## config.mk

```make
export PLATFORM = sky130hd
export DESIGN_NAME = alu_seq
export DESIGN_NICKNAME = d
export VERILOG_FILES = /design/src/rtl/alu_seq.sv
export SDC_FILE = /design/constraint.sdc
export NUM_CORES = 1
export LEC_CHECK = 0
export ABC_CLOCK_PERIOD_IN_PS = 3700
export BUFFER_PORTS_ARGS = -buffer_cell sky130_fd_sc_hd__buf_4
export CORE_MARGIN = 2
export CORE_UTILIZATION = 30
export DETAILED_ROUTE_END_ITERATION = 6
export GPL_TIMING_DRIVEN = 0
export SYNTH_ARGS = -nofsm -noshare
export SYNTH_HDL_FRONTEND = slang
export SYNTH_SLANG_ARGS = --single-unit
```

## constraint.sdc

```tcl
create_clock -name clk -period 3.7 [get_ports clk]
set_input_delay 0.37 -clock clk [delete_from_list [all_inputs] [get_ports clk]]
set_output_delay 0.37 -clock clk [all_outputs]
set_load 0.01 [all_outputs]
```

## src/rtl/alu_seq.sv

```systemverilog
// alu_seq: registered, multi-cycle successor to the 8-bit combinational ALU.
//
// Accepts one request at a time on a valid/ready handshake and reports the
// result with a one-cycle out_valid pulse. It keeps a persistent N/V/Z/C
// condition-code register. Shifts run one bit per cycle. MUL is an
// iterative shift-add that is only built when ALU_SEQ_MUL_EN is defined.
//
// Optional feature macro: ALU_SEQ_MUL_EN
//   defined   : F=14 is an unsigned WIDTH x WIDTH multiply (latency 1+WIDTH).
//   undefined : F=14 returns Y=0 with flags unchanged (latency 1).
//
// Ports
//   clk        system clock, rising edge
//   reset      synchronous, active-high
//   in_valid   request strobe; A/B/F are captured when in_valid & in_ready
//   in_ready   high only while idle
//   A, B       WIDTH-bit operands; B[SW-1:0] is the shift amount
//   F          4-bit opcode
//   Y          registered result; holds until the next completed op
//   out_valid  one-cycle pulse when Y and the flags are updated
//   N, V, Z, C registered condition codes
module alu_seq #(
  parameter int WIDTH = 8
) (
  input  logic             clk,
  input  logic             reset,
  input  logic             in_valid,
  output logic             in_ready,
  input  logic [WIDTH-1:0] A,
  input  logic [WIDTH-1:0] B,
  input  logic [3:0]       F,
  output logic [WIDTH-1:0] Y,
  output logic             out_valid,
  output logic             N,
  output logic             V,
  output logic             Z,
  output logic             C
);

  localparam int SW = $clog2(WIDTH);
  // The counter must reach WIDTH for MUL, so it is one bit wider than shamt.
  localparam int CW = SW + 1;

  localparam logic [3:0] OP_ADD  = 4'd0;
  localparam logic [3:0] OP_SUB  = 4'd1;
  localparam logic [3:0] OP_LSL  = 4'd2;
  localparam logic [3:0] OP_LSR  = 4'd3;
  localparam logic [3:0] OP_XOR  = 4'd4;
  localparam logic [3:0] OP_COM  = 4'd5;
  localparam logic [3:0] OP_NEG  = 4'd6;
  localparam logic [3:0] OP_CLR  = 4'd7;
  localparam logic [3:0] OP_ADC  = 4'd8;
  localparam logic [3:0] OP_SBC  = 4'd9;
  localparam logic [3:0] OP_AND  = 4'd10;
  localparam logic [3:0] OP_OR   = 4'd11;
  localparam logic [3:0] OP_ASR  = 4'd12;
  localparam logic [3:0] OP_CMP  = 4'd13;
  localparam logic [3:0] OP_MUL  = 4'd14;
  localparam logic [3:0] OP_PASS = 4'd15;

`ifdef ALU_SEQ_MUL_EN
  typedef enum logic [1:0] {S_IDLE, S_SHIFT, S_DONE, S_MUL} state_t;
`else
  typedef enum logic [1:0] {S_IDLE, S_SHIFT, S_DONE} state_t;
`endif

  state_t           state_q, state_d;
  logic [WIDTH-1:0] y_q, y_d;
  logic             n_q, n_d, v_q, v_d, z_q, z_d, c_q, c_d;
  logic [3:0]       op_q, op_d;
  logic [WIDTH-1:0] sh_q, sh_d;   // shift operand; MUL multiplicand
  logic [CW-1:0]    cnt_q, cnt_d;

  // Single-cycle datapath, all at WIDTH+1 bits.
  logic             cin_a, cin_s;
  logic [WIDTH:0]   add_s, sub_s;
  logic             add_v, sub_v;
  logic [SW-1:0]    shamt;

  // Iterative shift step.
  logic [WIDTH-1:0] sh_nx;
  logic             sh_out;

  // Opcode-decode scratch.
  logic [WIDTH-1:0] res;
  logic             wr_y, wr_nz;

`ifdef ALU_SEQ_MUL_EN
  // {high, low} product; low half starts as the multiplier and drains out.
  logic [2*WIDTH-1:0] prod_q, prod_d, prod_nx;
  logic [WIDTH:0]     madd;
`endif

  assign shamt = B[SW-1:0];
  assign cin_a = (F == OP_ADC) & c_q;
  assign cin_s = (F == OP_SBC) & c_q;
  assign add_s = {1'b0, A} + {1'b0, B} + {{WIDTH{1'b0}}, cin_a};
  assign sub_s = {1'b0, A} - {1'b0, B} - {{WIDTH{1'b0}}, cin_s};

  // Signed overflow = carry into MSB xor carry out of MSB. For subtraction
  // the borrow is the inverted carry, which cancels against the inverted B,
  // so both reduce to the same expression. Carry-in is included, so this is
  // the true overflow of the whole op.
  assign add_v = add_s[WIDTH] ^ A[WIDTH-1] ^ B[WIDTH-1] ^ add_s[WIDTH-1];
  assign sub_v = sub_s[WIDTH] ^ A[WIDTH-1] ^ B[WIDTH-1] ^ sub_s[WIDTH-1];

  always_comb begin
    sh_nx  = {sh_q[WIDTH-1], sh_q[WIDTH-1:1]};
    sh_out = sh_q[0];
    if (op_q == OP_LSL) begin
      sh_nx  = {sh_q[WIDTH-2:0], 1'b0};
      sh_out = sh_q[WIDTH-1];
    end else if (op_q == OP_LSR) begin
      sh_nx  = {1'b0, sh_q[WIDTH-1:1]};
    end
  end

`ifdef ALU_SEQ_MUL_EN
  assign madd    = {1'b0, prod_q[2*WIDTH-1:WIDTH]} +
                   (prod_q[0] ? {1'b0, sh_q} : {(WIDTH+1){1'b0}});
  assign prod_nx = {madd, prod_q[WIDTH-1:1]};
`endif

  always_comb begin
    state_d = state_q;
    y_d     = y_q;
    n_d     = n_q;
    v_d     = v_q;
    z_d     = z_q;
    c_d     = c_q;
    op_d    = op_q;
    sh_d    = sh_q;
    cnt_d   = cnt_q;
    res     = '0;
    wr_y    = 1'b0;
    wr_nz   = 1'b0;
`ifdef ALU_SEQ_MUL_EN
    prod_d  = prod_q;
`endif

    case (state_q)
      S_IDLE: begin
        if (in_valid) begin
          state_d = S_DONE;
          wr_y    = 1'b1;
          wr_nz   = 1'b1;
          op_d    = F;
          case (F)
            OP_ADD, OP_ADC: begin
              res = add_s[WIDTH-1:0];
              c_d = add_s[WIDTH];
              v_d = add_v;
            end
            OP_SUB, OP_SBC, OP_CMP: begin
              res = sub_s[WIDTH-1:0];
              c_d = sub_s[WIDTH];
              v_d = sub_v;
              if (F == OP_CMP) wr_y = 1'b0;
            end
            OP_LSL, OP_LSR, OP_ASR: begin
              res = A;
              v_d = 1'b0;
              // shamt=0 completes now with C untouched.
              if (shamt != '0) begin
                state_d = S_SHIFT;
                sh_d    = A;
                cnt_d   = {1'b0, shamt};
                wr_y    = 1'b0;
                wr_nz   = 1'b0;
                v_d     = v_q;
              end
            end
            OP_XOR: begin res = A ^ B; v_d = 1'b0; end
            OP_COM: begin res = ~A;    v_d = 1'b0; end
            OP_AND: begin res = A & B; v_d = 1'b0; end
            OP_OR:  begin res = A | B; v_d = 1'b0; end
            OP_NEG: begin
              res = '0 - A;
              v_d = (A == {1'b1, {(WIDTH-1){1'b0}}});
              c_d = |A;
            end
            OP_CLR: begin
              res = '0;
              v_d = 1'b0;
              c_d = 1'b0;
            end
            OP_MUL: begin
`ifdef ALU_SEQ_MUL_EN
              state_d = S_MUL;
              sh_d    = A;
              prod_d  = {{WIDTH{1'b0}}, B};
              cnt_d   = CW'(WIDTH);
              wr_y    = 1'b0;
              wr_nz   = 1'b0;
`else
              res   = '0;
              wr_nz = 1'b0;
`endif
            end
            default: begin res = A; v_d = 1'b0; end  // PASS
          endcase
        end
      end

      S_SHIFT: begin
        sh_d  = sh_nx;
        cnt_d = cnt_q - 1'b1;
        if (cnt_q == CW'(1)) begin
          state_d = S_DONE;
          res     = sh_nx;
          wr_y    = 1'b1;
          wr_nz   = 1'b1;
          v_d     = 1'b0;
          c_d     = sh_out;
        end
      end

`ifdef ALU_SEQ_MUL_EN
      S_MUL: begin
        prod_d = prod_nx;
        cnt_d  = cnt_q - 1'b1;
        if (cnt_q == CW'(1)) begin
          state_d = S_DONE;
          res     = prod_nx[WIDTH-1:0];
          wr_y    = 1'b1;
          wr_nz   = 1'b1;
          c_d     = |prod_nx[2*WIDTH-1:WIDTH];
          v_d     = |prod_nx[2*WIDTH-1:WIDTH];
        end
      end
`endif

      S_DONE:  state_d = S_IDLE;
      default: state_d = S_IDLE;
    endcase

    if (wr_y) y_d = res;
    if (wr_nz) begin
      n_d = res[WIDTH-1];
      z_d = (res == '0);
    end
  end

  always_ff @(posedge clk) begin
    if (reset) begin
      state_q <= S_IDLE;
      y_q     <= '0;
      n_q     <= 1'b0;
      v_q     <= 1'b0;
      z_q     <= 1'b0;
      c_q     <= 1'b0;
      op_q    <= '0;
      sh_q    <= '0;
      cnt_q   <= '0;
`ifdef ALU_SEQ_MUL_EN
      prod_q  <= '0;
`endif
    end else begin
      state_q <= state_d;
      y_q     <= y_d;
      n_q     <= n_d;
      v_q     <= v_d;
      z_q     <= z_d;
      c_q     <= c_d;
      op_q    <= op_d;
      sh_q    <= sh_d;
      cnt_q   <= cnt_d;
`ifdef ALU_SEQ_MUL_EN
      prod_q  <= prod_d;
`endif
    end
  end

  assign in_ready  = (state_q == S_IDLE);
  assign out_valid = (state_q == S_DONE);
  assign Y = y_q;
  assign N = n_q;
  assign V = v_q;
  assign Z = z_q;
  assign C = c_q;

endmodule
```

==> PnR_summary.wiki <==
{| class="wikitable"
! Metric !! Value
|-
| Worst Setup Path Type || in2reg
|-
| Count of nets left with antenna violations after detail routing || 0
|-
| Wire length of the first global-routing pass || 18000 um
|-
| Count of state elements after synthesis || 30
|-
| Via count of the first global-routing pass || 3489
|-
| Maximum fanout encountered on the critical timing path || 10
|-
| Placer Congestion || 0.914
|-
| Overall power of the completed layout || 1.26 mW
|-
| Most common cell after layout, fill and taps aside || sky130_fd_sc_hd__nand2_1
|-
| Per-cell routed wire length || 16.9 um
|-
| Critical Path RT || 3.83 ns
|-
| Cell row count || 39
|-
| Max rail drop VDD || 0.000165 V
|-
| Effective utilization at floorplan || 0.306
|-
| Standby leakage power || 1.56 nW
|-
| Post-Synthesis Cells || 465
|-
| Async set or reset register ratio after synthesis || 0
|-
| Worst rel slew slack || 0.325
|-
| Post-synth net total || 525
|-
| Synth Cell Area || 0.00346 sq mm
|-
| Number of nets in the layout || 568
|-
| Setup crit start kind || input pin
|-
| Power per cell area || 309 mW/mm^2
|-
| Initial DRC Count || 297
|-
| WHS || 0.457 ns
|-
| Per-cell via count in the routed design || 5.60
|-
| Die outline width || 111 um
|-
| Area overhead of the layout relative to synthesis || 18.0%
|-
| Clock-pin slew of the registers on the worst-case setup and hold paths || 0.05 ns
|-
| Vert. Die Dim || 111 um
|-
| Number of buffers inserted by post-CTS setup repair || 0
|-
| Worst Setup SP || F[0]
|-
| Fraction of the yosys area taken by sequential cells || 0.174
|-
| Hold path start || op_q[3]
|-
| Launch instance of the worst register-to-register path || C
|-
| Maximum number of pins on one net before global-route repair || 11
|-
| Max Root-Sink Buffers || 2
|-
| Clock skew after layout || 0.00311 ns
|-
| Worst hold-check path type || reg2reg
|-
| WP data arrival || 3.65 ns
|-
| Number of ports placed on the die boundary || 37
|-
| Number of distinct library cells after synthesis || 70
|-
| Final hold vios || 0
|-
| Maximum level of the CTS H-tree || 2
|-
| Core box area || 0.0113 sq mm
|-
| RSZ-0062 raised after global routing || false
|-
| Avg Synthesized Cell Area || 7.44 sq um
|-
| Crit path time final || 3.52 ns
|-
| Number of warnings issued by yosys || 0
|-
| Die Area || 0.0124 sq mm
|-
| MaxCap Viol Count || 0
|-
| Pins over their slew limit || 0
|-
| Max frequency || 284 MHz
|-
| Initial DRT Pass Iterations || 5
|-
| Number of buffers inserted for hold repair after clock tree synthesis || 0
|-
| Final clock period utilization by the worst path || 0.952
|-
| R2r setup slk || 0.55 ns
|-
| Ant. Diodes || 0
|-
| Residual overflow from global routing || 0
|-
| Final core area utilization || 0.361
|-
| Clock tree from TritonCTS || built
|-
| Number of buffers inserted during clock tree synthesis || 5
|-
| EDFF count, synth || 0
|-
| Final WL || 11000 um
|-
| Number of design rule violations left after detail routing || 0
|-
| Sink Count || 30
|-
| Type of element capturing the critical path || flop
|-
| Number of antenna violations at the first check in global routing || 0
|-
| Total routing usage reported by global routing || 0.177
|-
| Final-report setup violation count || 0
|-
| Post-detail-place hpwl || 8780 um
|-
| Clock latency at the later pin of the worst-skew pair || 0.27 ns
|-
| Outcome || finished, final reports clean
|-
| Clock Tree Root || sky130_fd_sc_hd__clkbuf_16
|-
| Share of post-route cells with drive strength above 1 || 0.147
|-
| Aggregate negative setup slack || 0 ns
|-
| Highest-count cells in the layout ignoring fill and taps || sky130_fd_sc_hd__nand2_1, sky130_fd_sc_hd__nor2_1, sky130_fd_sc_hd__buf_4
|-
| Slew at the pin closest to its max-slew limit || 1.01 ns
|-
| Post-synth top flop || sky130_fd_sc_hd__dfxtp_1
|-
| Quantity of I/O buffers inserted on ports || 36
|-
| Vias after detailed routing || 3654
|}
==> registers in the layout, summed over array words and instances (netlist names) <==
signal   flops
C            1
N            1
V            1
Y            8
Z            1
cnt_q        4
op_q         4
sh_q         8
state_q      2
==> critical path: stages <==
cell	delay, ns
sky130_fd_sc_hd__buf_4	0.13
sky130_fd_sc_hd__buf_2	0.18
sky130_fd_sc_hd__buf_2	0.20
sky130_fd_sc_hd__buf_2	0.20
sky130_fd_sc_hd__nor2_1	0.25
sky130_fd_sc_hd__nand3_1	0.13
sky130_fd_sc_hd__fa_1	0.43
sky130_fd_sc_hd__fa_1	0.43
sky130_fd_sc_hd__nand2b_1	0.20
sky130_fd_sc_hd__a21oi_2	0.25
sky130_fd_sc_hd__o22a_1	0.25
sky130_fd_sc_hd__xnor2_1	0.11
sky130_fd_sc_hd__xnor2_1	0.13
sky130_fd_sc_hd__a221oi_1	0.31
sky130_fd_sc_hd__a211oi_1	0.08
==> stage by stage <==
stage                     instances  instance area [sq um]  setup WS, ns
after global placement          644                   3910        -0.387
after floorplan                 465                   3460         0.535
after detailed placement        644                   3910        -0.398
final                           652                   4080         0.179
after CTS                       652                   4070        0.0105
after global routing            652                   4080       0.00644
==> where the power goes <==
part | switching, mW | leakage, nW | internal [mW]
Clock | 0.140 | 0.0739 | 0.266
Sequential | 0.0169 | 0.245 | 0.346
Combinational | 0.289 | 1.24 | 0.205
==> routing by layer <==
layer  share of wire  global-route usage  vias up
met3           0.053              0.0212       28
met1            0.45               0.233     1696
met4           0.034              0.0757        0
met2            0.46               0.293      133
li1                -                   -     1797
met5               0                   0        -
==> cells in the mapped netlist, types with 8 or more instances <==
library cell               count  area, sq um
sky130_fd_sc_hd__nor2b_1      12         75.1
sky130_fd_sc_hd__o211ai_1     10         75.1
sky130_fd_sc_hd__nand3_1      13         65.1
sky130_fd_sc_hd__nor3_1       14         70.1
sky130_fd_sc_hd__inv_1        31          116
sky130_fd_sc_hd__clkbuf_1     16         60.1
sky130_fd_sc_hd__buf_2         9         45.0
sky130_fd_sc_hd__ha_1         33          413
sky130_fd_sc_hd__nor3b_1       8         60.1
sky130_fd_sc_hd__o21ai_0      26          130
sky130_fd_sc_hd__a21oi_1      29          145
sky130_fd_sc_hd__nor2_1       38          143
sky130_fd_sc_hd__dfxtp_1      30          601
sky130_fd_sc_hd__xnor2_1      12          105
sky130_fd_sc_hd__a211oi_1     20          150
sky130_fd_sc_hd__mux2i_1       9         90.1
sky130_fd_sc_hd__nand2_1      42          158
==> kinds of logic after synthesis <==
| logic type | share of synthesized area |
|---|---|
| adders and majority gates | 0.142 |
| and+or+nand+nor | 0.248 |
| xor gates and xnor gates | 0.0452 |
| DFF | 0.174 |
| AOI/OAI and AO/OA | 0.285 |
| buffers and inverters | 0.0730 |
| muxes | 0.0325 |
==> layout make-up <==
class	instances	area [sq um]
buffer	29	138
clock buffer	7	143
clock inverter	1	5.00
fill	1227	7240
inverter	31	116
multi-input combinational	375	2630
sequential	30	601
tap	143	179
timing repair buffer	36	270
==> timing repair <==
action	in CTS	in global routing
gates resized for setup	2	6
cloned	0	0
pin swaps	0	1
setup endpoints to repair	1	3
==> final timing paths <==
path | to | depth (start not counted)
worst min register to register | op_q[3] | 2
worst max register to register | V | 11
worst max-delay path | V | 15
worst min-delay path | op_q[3] | 2
(Power assumes the default switching activity.)
